`src/rtl/muldiv_pkg.sv`:
```
// muldiv_pkg: op codes, FSM states and divider constants for the HI/LO unit
package muldiv_pkg;
  localparam logic [2:0] OP_MULT  = 3'd0;
  localparam logic [2:0] OP_MULTU = 3'd1;
  localparam logic [2:0] OP_DIV   = 3'd2;
  localparam logic [2:0] OP_DIVU  = 3'd3;
  localparam logic [2:0] OP_MTHI  = 3'd4;
  localparam logic [2:0] OP_MTLO  = 3'd5;
  localparam int DIV_ITERS = 32;
  typedef enum logic [1:0] {IDLE, MUL, DIV, FIX} state_t;
endpackage

```
`src/rtl/muldiv_divider.sv`:
```
// muldiv_divider: restoring radix-2 divider on magnitudes, one quotient bit per cycle
module muldiv_divider
  import muldiv_pkg::*;
(
  input  logic        clock,
  input  logic        reset,
  input  logic        i_start,
  input  logic        i_abort,
  input  logic [31:0] i_a,
  input  logic [31:0] i_b,
  output logic [31:0] o_quo,
  output logic [31:0] o_rem,
  output logic        o_done
);
  logic [31:0] r_quo, r_rem, r_b;
  logic [4:0] r_cnt;
  logic r_active;
  logic [32:0] w_shift;
  logic [31:0] w_diff;
  logic w_ge;
  // The dividend shifts out of r_quo MSB-first while quotient bits shift in at the LSB
  assign w_shift = {r_rem, r_quo[31]};
  assign w_ge = w_shift >= {1'b0, r_b};
  assign w_diff = w_shift[31:0] - r_b;
  assign o_done = r_active && r_cnt == 5'(DIV_ITERS - 1);
  assign o_quo = r_quo;
  assign o_rem = r_rem;
  always_ff @(posedge clock) begin
    if (reset || i_abort) begin
      r_active <= 1'b0;
      r_cnt <= 5'd0;
    end else if (i_start) begin
      r_active <= 1'b1;
      r_cnt <= 5'd0;
      r_quo <= i_a;
      r_rem <= 32'd0;
      r_b <= i_b;
    end else if (r_active) begin
      r_quo <= {r_quo[30:0], w_ge};
      r_rem <= w_ge ? w_diff : w_shift[31:0];
      r_cnt <= r_cnt + 5'd1;
      if (o_done) r_active <= 1'b0;
    end
  end
endmodule

```
`src/rtl/muldiv_unit.sv`:
```
// muldiv_unit: iterative MIPS32 multiply/divide unit holding the HI/LO registers
module muldiv_unit
  import muldiv_pkg::*;
#(
  parameter int MUL_LATENCY = 3
) (
  input  logic        clock,
  input  logic        reset,
  input  logic        op_valid,
  input  logic [2:0]  op,
  input  logic [31:0] rs_data,
  input  logic [31:0] rt_data,
  input  logic        cancel,
  output logic        busy,
  output logic [31:0] hi,
  output logic [31:0] lo
);
  state_t r_state, w_next;
  logic [31:0] r_a, r_b, w_quo, w_rem;
  logic r_msgn, r_neg_q, r_neg_r;
  logic [2:0] r_mcnt;
  logic [63:0] w_prod, w_tap;
  logic w_accept, w_is_mul, w_is_div, w_sdiv, w_mul_done, w_div_done;
  assign busy = r_state != IDLE;
  assign w_accept = op_valid && !busy && !cancel;
  assign w_is_mul = op == OP_MULT || op == OP_MULTU;
  assign w_is_div = op == OP_DIV || op == OP_DIVU;
  assign w_sdiv = op == OP_DIV;
  assign w_mul_done = r_state == MUL && r_mcnt == 3'(MUL_LATENCY - 1);
  // Sign-extending both operands to 64 bits lets one unsigned multiplier serve MULT and MULTU
  assign w_prod = {{32{r_msgn & r_a[31]}}, r_a} * {{32{r_msgn & r_b[31]}}, r_b};
  if (MUL_LATENCY == 1) begin : g_nopipe
    assign w_tap = w_prod;
  end else begin : g_pipe
    logic [63:0] r_pipe [MUL_LATENCY-1];
    always_ff @(posedge clock) begin
      r_pipe[0] <= w_prod;
      for (int i = 1; i < MUL_LATENCY - 1; i++) r_pipe[i] <= r_pipe[i-1];
    end
    assign w_tap = r_pipe[MUL_LATENCY-2];
  end
  muldiv_divider u_div (
    .clock   (clock),
    .reset   (reset),
    .i_start (w_accept && w_is_div),
    .i_abort (cancel),
    .i_a     (w_sdiv && rs_data[31] ? -rs_data : rs_data),
    .i_b     (w_sdiv && rt_data[31] ? -rt_data : rt_data),
    .o_quo   (w_quo),
    .o_rem   (w_rem),
    .o_done  (w_div_done)
  );
  always_comb begin
    w_next = r_state;
    if (cancel) w_next = IDLE;
    else case (r_state)
      IDLE: w_next = !w_accept ? IDLE : w_is_mul ? MUL : w_is_div ? DIV : IDLE;
      MUL:  w_next = w_mul_done ? IDLE : MUL;
      DIV:  w_next = w_div_done ? FIX : DIV;
      FIX:  w_next = IDLE;
    endcase
  end
  always_ff @(posedge clock) begin
    if (reset) begin
      r_state <= IDLE;
      r_mcnt <= 3'd0;
      hi <= 32'd0;
      lo <= 32'd0;
    end else begin
      r_state <= w_next;
      r_mcnt <= r_state == MUL ? r_mcnt + 3'd1 : 3'd0;
      if (w_accept) begin
        r_a <= rs_data;
        r_b <= rt_data;
        r_msgn <= op == OP_MULT;
        r_neg_q <= w_sdiv & (rs_data[31] ^ rt_data[31]);
        r_neg_r <= w_sdiv & rs_data[31];
      end
      if (w_accept && op == OP_MTHI) hi <= rs_data;
      if (w_accept && op == OP_MTLO) lo <= rs_data;
      if (w_mul_done && !cancel) {hi, lo} <= w_tap;
      if (r_state == FIX && !cancel) begin
        hi <= r_neg_r ? -w_rem : w_rem;
        lo <= r_neg_q ? -w_quo : w_quo;
      end
    end
  end
endmodule

```
`config.mk`:
```
export PLATFORM = sky130hd
export DESIGN_NAME = muldiv_unit
export DESIGN_NICKNAME = d
export VERILOG_FILES = /design/src/rtl/muldiv_pkg.sv /design/src/rtl/muldiv_divider.sv /design/src/rtl/muldiv_unit.sv
export SDC_FILE = /design/constraint.sdc
export NUM_CORES = 2
export LEC_CHECK = 0
export CORE_MARGIN = 10
export CORE_UTILIZATION = 59
export DETAILED_ROUTE_END_ITERATION = 6
export MAX_ROUTING_LAYER = met4
export PLACE_DENSITY = 0.86
export SLEW_MARGIN = 30
export SYNTH_ARGS = -nofsm -noshare
export SYNTH_HDL_FRONTEND = slang
export SYNTH_SLANG_ARGS = --single-unit
```
`constraint.sdc`:
```
create_clock -name clock -period 9 [get_ports clock]
set_clock_uncertainty 0.05 [all_clocks]
set_input_delay 1.8 -clock clock [delete_from_list [all_inputs] [get_ports clock]]
set_output_delay 1.8 -clock clock [all_outputs]
set_load 0.01 [all_outputs]
```
==> results_dict.tcl <==
set metrics [dict create \
    wirelength_mm 152 \
    pin_count 136 \
    rows 110 \
    finalCriticalPeriod_ns 8.73 \
    antenna_left 0 \
    start_util_pct 59.7 \
    relSlewSlack_pct 31.3 \
    synthArstFlopShare_pct 0 \
    synth.distinct_cells 68 \
    ff2ff_path_depth 29 \
    worstPathArrival_ns 9.13 \
    post-dp-hpwl_mm 121 \
    required_ns 9.40 \
    cp-end-kind "flop" \
    grt_max_degree 74 \
    coreArea_sq_um 90400 \
    grt_first_pass_wirelength_mm 243 \
    dr.pass1.iters 6 \
    r2r_end "g_pipe.r_pipe[0][62]$_DFF_P_" \
    synth_fp_nets 7167 \
    die_h_microns 322 \
    ys_seq_elements 366 \
    synth_edf_count 163 \
    viasPerCell 5.92 \
    path_common_cell "fa_1" \
    vias 41300 \
    r2r_setup_slack_ns 0.27 \
    finalCritPeriodShare_pct 97.0 \
    status "completed" \
    drt_iter0_drc 4090 \
    hp-start "g_pipe.r_pipe[0][33]$_DFF_P_" \
    setup_viol 0 \
    grt_overflow_total 0 \
    place_congestion 0.984 \
    whs_endpoint "g_pipe.r_pipe[0][97]$_DFF_P_" \
    crit_path_top_delay_cell "edfxtp_1" \
    grt_pass1_vias 44700 \
    synth-seq-area-share_pct 16.6 \
    drive_gt1_share_pct 4.72 \
    regToRegStartpoint "r_a[17]$_DFFE_PP_" \
    grt_setup_unrepaired "true" \
    critPathLaunchType "flop" \
    drv_cap 0 \
    cpPeakStageDelay_ns 0.61 \
    yosysWarnings 0 \
    synth_ff_type "dfxtp_1" \
    hold_violations 0 \
    slew_violations 0 \
    h-tree-depth 2 \
    wl_per_cell_microns 21.8 \
    die_w_microns 322 \
    cts_tree "yes" \
    whs_ns 0.270 \
    min_path_type "reg2reg" \
    syn_inst 5718 \
    utilization_pct 64.6 \
    tightestPinTransition_ns 1.03 \
    path_class "reg2reg" \
    cts_buffer_depth 3 \
    final_nets 7205 \
    clk_latency_ns 0.58 \
    synth_area_sq_um 54000 \
    grt_use_total_pct 30.7 \
    cts_root_buf "clkbuf_16" \
    critPathTopFamily "adder cells" \
    avgSynthCellArea_sq_um 9.44 \
    drc 0 \
    area_delta_synth_final_pct 8.17 \
    fill_cells 6803 \
    tns_ns 0 \
    crit_fanout 24 \
    cts_sinks 366 \
    antenna_found_initial 6 \
    hold_depth 0 \
    fmax_mhz 115 \
    die_area_sq_um 104000 \
    crit_buf_inv 9 \
    cts_made_buffers 39 \
    clkTransAtPathRegs_ns 0.06 \
    io_buffers 135 \
]
-- area by class of cell --
type | instances | area [sq um] | area share, %
Multi-Input combinational cell | 3905 | 39700 | 68.0
Sequential cell | 366 | 8960 | 15.3
Inverter | 1158 | 4350 | 7.45
Timing Repair Buffer | 285 | 2630 | 4.50
Tap cell | 1176 | 1470 | 2.52
Clock buffer | 51 | 1100 | 1.89
Clock inverter | 21 | 158 | 0.270
Antenna cell | 4 | 10.0 | 0.0171
Timing Repair inverter | 1 | 7.51 | 0.0129
-- placed cells by master, fill, tap and decap left out, drive strengths merged, types with 111 or more instances in the layout --
cell	n
a21oi	154
and2	398
buf	151
clkdlybuf4s50	134
dfxtp	203
edfxtp	163
fa	1126
ha	252
inv	1165
nand2	840
nor2	232
o21ai	111
xnor2	138
-- worst max path at each step --
stage | start | to | slack, ns | cells past startpoint
6_report | r_a[17]$_DFFE_PP_ | g_pipe.r_pipe[0][62]$_DFF_P_ | 0.27 | 29
5_1_grt | r_a[31]$_DFFE_PP_ | g_pipe.r_pipe[0][63]$_DFF_P_ | -0.04 | 29
4_1_cts | r_a[31]$_DFFE_PP_ | g_pipe.r_pipe[0][63]$_DFF_P_ | 0.09 | 28
3_5_place_dp | r_a[31]$_DFFE_PP_ | g_pipe.r_pipe[0][63]$_DFF_P_ | 0.12 | 28
3_3_place_gp | r_a[31]$_DFFE_PP_ | g_pipe.r_pipe[0][63]$_DFF_P_ | 0.36 | 28
2_1_floorplan | r_msgn$_DFFE_PP_ | g_pipe.r_pipe[0][63]$_DFF_P_ | 0.32 | 31
-- metal layers --
layer	up-vias	routed length (microns)	GRT usage, %
met5	-	0	-
met3	720	13900	4.92
met4	0	12300	19.9
li1	17500	-	-
met2	2352	73000	49.6
met1	20700	52600	35.7
-- worst register-to-register path: cells and delay by family (launching register included) --
family,cells,cell delay [ns]
xor gates and xnor gates,1,0.15
adders and majority gates,9,4.35
buffers and inverters,9,1.05
DFF,1,0.61
and+or+nand+nor,1,0.15
AOI/OAI and AO/OA,9,2.24
-- cell usage after synthesis (19+ instances only) --
cell type	count	share of area [%]
a311oi_1	20	0.32
mux2i_1	26	0.48
inv_1	1158	8.1
o31ai_1	38	0.53
xnor2_1	138	2.2
nand3_1	46	0.43
nor3_1	46	0.43
or3_1	19	0.22
nand2b_1	19	0.22
a21o_1	36	0.50
dfxtp_1	203	7.5
nand2_1	839	5.8
a211oi_1	87	1.2
clkbuf_1	279	1.9
and3_1	29	0.34
o21ai_0	109	1.0
fa_1	1126	42
and2_1	398	4.6
edfxtp_1	163	9.1
a21oi_1	154	1.4
nor2_1	232	1.6
ha_1	252	5.8
xor2_1	85	1.4
-- cells by family (layout without fill, tap and decap cells) --
family / Yosys count / count (layout) / share of synthesized area (%)
compound gates: 557 / 557 / 6.75
xor+xnor: 223 / 223 / 3.62
fa+ha+maj: 1378 / 1378 / 47.6
buf+inv: 1447 / 1516 / 10.1
flops: 366 / 366 / 16.6
mux: 26 / 26 / 0.482
other cells: 0 / 4 / 0
simple gates: 1721 / 1721 / 14.9
-- flip-flops by register name, indices dropped and copies added (netlist names) --
register,count
g_pipe.r_pipe,128
hi,32
lo,32
r_a,32
r_b,32
r_mcnt,3
r_msgn,1
r_neg_q,1
r_neg_r,1
r_state,2
u_div.o_quo,32
u_div.o_rem,32
u_div.r_active,1
u_div.r_b,32
u_div.r_cnt,5
-- timing repair --
action | CTS | global route
setup buffers | 0 | 14
setup endpoints to repair | 0 | 7
gates resized for setup | 0 | 16
hold buffers | 0 | 0
-- stage by stage --
step	setup slack, ns	cell area (sq um)	instances
floorplan	0.321	54000	5718
global placement	0.360	56900	6872
detailed placement	0.119	56900	6872
CTS	0.0900	58100	6944
global route	-0.0355	58400	6965
finish	0.268	58400	6967
Power is not shown: default switching activity piles up to over one toggle a cycle in this logic, so the estimate is an artifact.
